File: config.mk
export PLATFORM = sky130hd
export DESIGN_NAME = bpsk_frame_receiver
export DESIGN_NICKNAME = d
export VERILOG_FILES = /design/src/rtl/bpsk_frame_receiver.sv
export SDC_FILE = /design/constraint.sdc
export NUM_CORES = 1
export LEC_CHECK = 0
export CAP_MARGIN = 5
export CELL_PAD_IN_SITES_DETAIL_PLACEMENT = 0
export CELL_PAD_IN_SITES_GLOBAL_PLACEMENT = 1
export CORE_UTILIZATION = 44
export CTS_BUF_LIST = sky130_fd_sc_hd__clkbuf_4
export DETAILED_ROUTE_END_ITERATION = 6
export PLACE_DENSITY_LB_ADDON = 0.1
export SETUP_SLACK_MARGIN = 0.05
export SYNTH_ARGS = -nofsm -noshare
export SYNTH_HDL_FRONTEND = slang
export SYNTH_SLANG_ARGS = --single-unit
File: constraint.sdc
create_clock -name clock -period 2.2 [get_ports clock]
set_clock_uncertainty 0.2 [all_clocks]
set_input_delay 0.66 -clock clock [delete_from_list [all_inputs] [get_ports clock]]
set_output_delay 0.66 -clock clock [all_outputs]
set_load 0.01 [all_outputs]
File: src/rtl/bpsk_frame_receiver.sv
// bpsk_frame_receiver: hunts for a sync word in the demodulated bit stream, then frames a length-prefixed, XOR-checked payload
module bpsk_frame_receiver #(
    parameter logic [7:0] SYNC_WORD      = 8'hD5,
    parameter int         MAX_LEN        = 64,
    parameter int         SYMBOL_TIMEOUT = 4096
) (
    input  logic       clock,
    input  logic       reset_n,
    input  logic       guess,
    input  logic       write,
    output logic [7:0] data,
    output logic       data_valid,
    output logic       frame_start,
    output logic       frame_end,
    output logic       frame_ok,
    output logic       len_err,
    output logic       timeout,
    output logic       busy
);

    typedef enum logic [1:0] {HUNT, LEN, PAYLOAD, CHECK} state_t;

    state_t      state_q, state_d;
    logic        write_q, primed_q;
    logic [6:0]  win_q, win_d;
    logic [3:0]  hcnt_q, hcnt_d;
    logic [2:0]  bcnt_q, bcnt_d;
    logic [6:0]  shift_q, shift_d;
    logic [7:0]  len_q, len_d;
    logic [7:0]  nbytes_q, nbytes_d;
    logic [7:0]  csum_q, csum_d;
    logic [15:0] idle_q, idle_d;
    logic [7:0]  data_q, data_d;
    logic        data_valid_q, data_valid_d;
    logic        frame_start_q, frame_start_d;
    logic        frame_end_q, frame_end_d;
    logic        frame_ok_q, frame_ok_d;
    logic        len_err_q, len_err_d;
    logic        timeout_q, timeout_d;

    logic        bit_evt;
    logic        in_hunt;
    logic        byte_done;
    logic        sync_hit;
    logic        len_bad;
    logic        last_payload;
    logic        tmo;
    logic        enter_hunt;
    logic [7:0]  win_next;
    logic [7:0]  byte_now;

    // The first clock after reset only captures the strobe level, so a held strobe is never a bit
    assign bit_evt      = primed_q & (write ^ write_q);
    assign in_hunt      = (state_q == HUNT);
    assign win_next     = {win_q, guess};
    assign byte_now     = {shift_q, guess};
    assign byte_done    = bit_evt & ~in_hunt & (bcnt_q == 3'd7);
    assign sync_hit     = in_hunt & bit_evt & (win_next == SYNC_WORD) &
                          ((SYNC_WORD != 8'h00) | (hcnt_q >= 4'd7));
    assign len_bad      = (byte_now == 8'd0) | (byte_now > 8'(MAX_LEN));
    assign last_payload = (nbytes_q == len_q - 8'd1);
    // A bit arriving on the terminal count takes priority over the abort
    assign tmo          = ~in_hunt & ~bit_evt & (idle_q == 16'(SYMBOL_TIMEOUT));
    assign enter_hunt   = ~in_hunt & (state_d == HUNT);

    // State register
    always_ff @(posedge clock or negedge reset_n) begin
        if (!reset_n) begin
            state_q <= HUNT;
        end else begin
            state_q <= state_d;
        end
    end

    // Next-state: sync opens a frame, length/payload/checksum bytes advance it, timeout aborts it
    always_comb begin
        state_d = state_q;
        if (tmo) begin
            state_d = HUNT;
        end else begin
            case (state_q)
                HUNT:    state_d = sync_hit ? LEN : HUNT;
                LEN:     state_d = byte_done ? (len_bad ? HUNT : PAYLOAD) : LEN;
                PAYLOAD: state_d = (byte_done && last_payload) ? CHECK : PAYLOAD;
                CHECK:   state_d = byte_done ? HUNT : CHECK;
                default: state_d = HUNT;
            endcase
        end
    end

    // Output pulses for the following cycle; data holds its last byte between pulses
    always_comb begin
        frame_start_d = sync_hit;
        len_err_d     = (state_q == LEN) & byte_done & len_bad;
        data_valid_d  = (state_q == PAYLOAD) & byte_done;
        data_d        = data_valid_d ? byte_now : data_q;
        frame_end_d   = (state_q == CHECK) & byte_done;
        frame_ok_d    = frame_end_d & (byte_now == csum_q);
        timeout_d     = tmo;
    end

    // Datapath next values: sync window, bit/byte assembly, checksum and idle counter
    always_comb begin
        win_d    = enter_hunt ? 7'd0 : (in_hunt && bit_evt) ? win_next[6:0] : win_q;
        hcnt_d   = enter_hunt ? 4'd0 :
                   (in_hunt && bit_evt && hcnt_q != 4'd8) ? hcnt_q + 4'd1 : hcnt_q;
        bcnt_d   = (sync_hit || enter_hunt) ? 3'd0 :
                   (!in_hunt && bit_evt) ? bcnt_q + 3'd1 : bcnt_q;
        shift_d  = (!in_hunt && bit_evt) ? byte_now[6:0] : shift_q;
        len_d    = (state_q == LEN && byte_done) ? byte_now : len_q;
        csum_d   = (state_q == LEN && byte_done) ? byte_now :
                   (state_q == PAYLOAD && byte_done) ? csum_q ^ byte_now : csum_q;
        nbytes_d = (state_q == LEN && byte_done) ? 8'd0 :
                   (state_q == PAYLOAD && byte_done) ? nbytes_q + 8'd1 : nbytes_q;
        idle_d   = (bit_evt || in_hunt || state_d == HUNT) ? 16'd0 : idle_q + 16'd1;
    end

    // Datapath and registered outputs
    always_ff @(posedge clock or negedge reset_n) begin
        if (!reset_n) begin
            write_q       <= 1'b0;
            primed_q      <= 1'b0;
            win_q         <= 7'd0;
            hcnt_q        <= 4'd0;
            bcnt_q        <= 3'd0;
            shift_q       <= 7'd0;
            len_q         <= 8'd0;
            nbytes_q      <= 8'd0;
            csum_q        <= 8'd0;
            idle_q        <= 16'd0;
            data_q        <= 8'd0;
            data_valid_q  <= 1'b0;
            frame_start_q <= 1'b0;
            frame_end_q   <= 1'b0;
            frame_ok_q    <= 1'b0;
            len_err_q     <= 1'b0;
            timeout_q     <= 1'b0;
        end else begin
            write_q       <= write;
            primed_q      <= 1'b1;
            win_q         <= win_d;
            hcnt_q        <= hcnt_d;
            bcnt_q        <= bcnt_d;
            shift_q       <= shift_d;
            len_q         <= len_d;
            nbytes_q      <= nbytes_d;
            csum_q        <= csum_d;
            idle_q        <= idle_d;
            data_q        <= data_d;
            data_valid_q  <= data_valid_d;
            frame_start_q <= frame_start_d;
            frame_end_q   <= frame_end_d;
            frame_ok_q    <= frame_ok_d;
            len_err_q     <= len_err_d;
            timeout_q     <= timeout_d;
        end
    end

    assign data        = data_q;
    assign data_valid  = data_valid_q;
    assign frame_start = frame_start_q;
    assign frame_end   = frame_end_q;
    assign frame_ok    = frame_ok_q;
    assign len_err     = len_err_q;
    assign timeout     = timeout_q;
    assign busy        = ~in_hunt;

endmodule
==> impl_metrics.env <==
export IMPL_synthTopCellsByCount="dfrtp_1 (75), nand2_1 (67), nor2_1 (44)"
export IMPL_timing_final_crit_share_pct=101.0
export IMPL_grt_pass1_vias=2737
export IMPL_die_h_um=92.29
export IMPL_synthFlopType="dfrtp_1"
export IMPL_drive_above_1_share_pct=21.67
export IMPL_yosysTopAreaCell="dfrtp_1"
export IMPL_rsz0062_at_grt="yes"
export IMPL_cellInternalPower_mw=1.819
export IMPL_peakVddDrop_mv=0.3299
export IMPL_slowest_delay_ps=510
export IMPL_period_needed_ps=2221
export IMPL_coreArea_sq_um=7807
export IMPL_wl_per_cell_um=14.03
export IMPL_grt_usage_pct=19.86
export IMPL_final_cells=545
export IMPL_synthesis_area_sq_um=3587
export IMPL_htreeDepth=3
export IMPL_syn_inst=375
export IMPL_worstReg2RegStart="shift_q[0]"
export IMPL_place_inst=521
export IMPL_dp_hpwl_mm=5.338
export IMPL_ioPinCount=19
export IMPL_clk_path_buf_depth=2
export IMPL_syn_nets=385
export IMPL_cp_data_arrival_time_ps=2360
export IMPL_cap_violations=0
export IMPL_design_area_sq_um=4436
export IMPL_cts_root_buf="clkbuf_4"
export IMPL_clk_pin_slew_worst_paths_ps=130
export IMPL_p_total_mw=2.496
export IMPL_power_density_nw_per_um2=562.8
export IMPL_clock_latency_ps=410
export IMPL_grt_pass1_wl_mm=13.23
export IMPL_row_count=32
export IMPL_maxSlewHeadroom_pct=62.19
export IMPL_dr_total_vias=2752
export IMPL_finalWeightedCongestion=0.7642
export IMPL_antenna_cells=0
export IMPL_die_area_sq_um=8517
export IMPL_synth_area_top_cells="dfrtp_1 (52%), nand2_1 (7.0%), xor2_1 (5.1%)"
export IMPL_critPathLaunch="shift_q[0]"
export IMPL_fp_dieW_um=92.29
export IMPL_cp_slowest_cell="or4_4"
export IMPL_area_delta_synth_final_pct=23.65
export IMPL_crit_fanout=3
export IMPL_combPwrFrac_pct=10.2
export IMPL_outcome="complete, but fails checks"
export IMPL_worstPathRequired_ps=2340
export IMPL_cp_cell_sequence="or4_4 -> o31a_1 -> o31ai_2 -> or3b_4 -> a21oi_2"
export IMPL_violations="setup timing"
export IMPL_setup_viol_count_final=10
export IMPL_fin_ws_ps=-20.91
export IMPL_switchingPower_uw=677.0
export IMPL_hold_start="write"
export IMPL_synth_edf_count=0
export IMPL_drt_pass1_iter_count=4
export IMPL_p_leak_nw=2.272
export IMPL_ys_ff_latch=75
export IMPL_critPathCaptureType="flip-flop"
export IMPL_drtIter0Drc=137
export IMPL_wirelength_mm=7.644
export IMPL_clock_sinks=75
export IMPL_io_buffers=18
export IMPL_post_place_ws_ps=-694.4
export IMPL_slew_viol_final=0
export IMPL_yosysSeqAreaShare_pct=52.32
export IMPL_ant_nets=0
export IMPL_crit_path_start_kind="flip-flop"
export IMPL_nets=448
export IMPL_vias_per_cell=5.050
export IMPL_fmax_ghz=0.4503
export IMPL_synth_most_common_cell="dfrtp_1"
export IMPL_start_util_pct=45.95
export IMPL_setup_worst_path_class="flip-flop to flip-flop"
export IMPL_grt_max_degree=35
export IMPL_pwr_share_seq_pct=60.0
export IMPL_async_flop_share_pct=100.0
export IMPL_synth_cell_type_count=40
export IMPL_antenna_found_initial=0
export IMPL_tns_ps=-81.44
export IMPL_tightest_slew_ps=561.9
export IMPL_placed_area_sq_um=4203
export IMPL_final_util_pct=56.81
export IMPL_cts_buffers_inserted=9
export IMPL_netlist_area_leader_share_pct=52.32
export IMPL_ys_warn_count=0
export IMPL_whs_ps=241.3
export IMPL_syn_avg_cell_area_sq_um=9.566
export IMPL_finalHoldViolations=0
export IMPL_drc=0
export IMPL_clockPowerShare_pct=29.8
export IMPL_p_sw_share_pct=27.12
export IMPL_overflow=0
export IMPL_hold_class="primary input to flip-flop"
export IMPL_cts_tree="built"
[kinds of logic (layout without fill, tap and decap cells)]
kind of cell / after synthesis / after routing / share of synthesized area (%)
xor+xnor: 38 / 38 / 9.278
flops: 75 / 75 / 52.32
fa+ha+maj: 6 / 6 / 2.093
mux: 14 / 14 / 4.151
compound gates: 29 / 29 / 4.744
other cells: 1 / 1 / 0.1045
buf+inv: 25 / 93 / 2.721
simple gates: 187 / 187 / 24.59
[repair_timing]
action                     4_1_cts  5_1_grt
hold buffers                     1        0
hold endpoints to repair        29        0
gates resized for setup         30       12
setup endpoints to repair       43       34
pin swaps                        4        3
buffers inserted                 6        1
[registers in the layout, indices dropped and copies added (netlist names)]
| name | flops |
|---|---|
| data | 8 |
| frame_ok | 1 |
| csum_q | 8 |
| len_q | 8 |
| idle_q | 16 |
| frame_start | 1 |
| timeout | 1 |
| shift_q | 7 |
| state_q | 2 |
| bcnt_q | 3 |
| frame_end | 1 |
| primed_q | 1 |
| len_err | 1 |
| win_q | 7 |
| write_q | 1 |
| nbytes_q | 8 |
| data_valid | 1 |
[final cells by class]
class / instances / area, sq um
sequential: 75 / 1877
tap: 102 / 127.6
clock inverter: 6 / 42.54
timing repair buffer: 67 / 591.8
inverter: 10 / 41.29
fill: 714 / 3372
clock buffer: 10 / 75.07
multi-input combinational: 275 / 1680
[power by group through the flow]
| stage | Combinational, mW | Clock [mW] | Sequential, mW |
|---|---|---|---|
| after global placement | 0.220 | 0 | 1.52 |
| after CTS | 0.239 | 0.777 | 1.50 |
| after global routing | 0.286 | 0.832 | 1.51 |
| after detailed placement | 0.224 | 0 | 1.52 |
| final | 0.255 | 0.743 | 1.50 |
| after floorplan | 0.128 | 0 | 1.51 |
[per-layer routing]
layer / routed length (um) / GRT usage, % / vias up
li1: - / - / 1389
met1: 3786 / 27.05 / 1319
met2: 3557 / 32.03 / 34
met3: 185 / 2.791 / 10
met4: 114 / 8.073 / 0
met5: 0 / 0 / -
[critical path, delay by kind of cell (launching register included)]
kind | cells | cell delay, ps
simple gates | 2 | 940
compound gates | 3 | 620
flops | 1 | 400
[cell usage in the layout, fill, tap and decap left out, types with 2 or more instances in the layout]
cell	netlist	final
a21oi_1	5	3
a21oi_2	0	2
a31oi_1	2	2
and3_1	6	6
and4_1	3	2
buf_12	0	5
buf_4	0	44
clkbuf_4	0	10
clkinvlp_4	0	6
dfrtp_1	75	75
dlygate4sd2_1	0	14
ha_1	6	6
inv_1	10	9
mux2_2	7	7
mux2i_1	7	7
nand2_1	67	67
nand3_1	23	23
nand4_1	9	9
nor2_1	44	36
nor2_2	0	8
nor2b_1	6	6
nor3_1	7	6
nor4_1	9	9
nor4bb_1	2	2
o21ai_0	16	16
or2_2	2	2
xnor2_1	17	17
xor2_1	21	20
[path summary, 6_finish.rpt]
| path | endpoint | slack [ps] | depth (start not counted) |
|---|---|---|---|
| setup / recovery | bcnt_q[2] | -20 | 5 |
| hold / removal | write_q | 240 | 1 |
| min in group asynchronous | write_q | 530 | 2 |
| hold reg to reg | idle_q[0] | 280 | 1 |
| setup reg to reg | bcnt_q[2] | -20 | 5 |
| max in group asynchronous | csum_q[6] | 750 | 3 |
(Power assumes the default switching activity.)
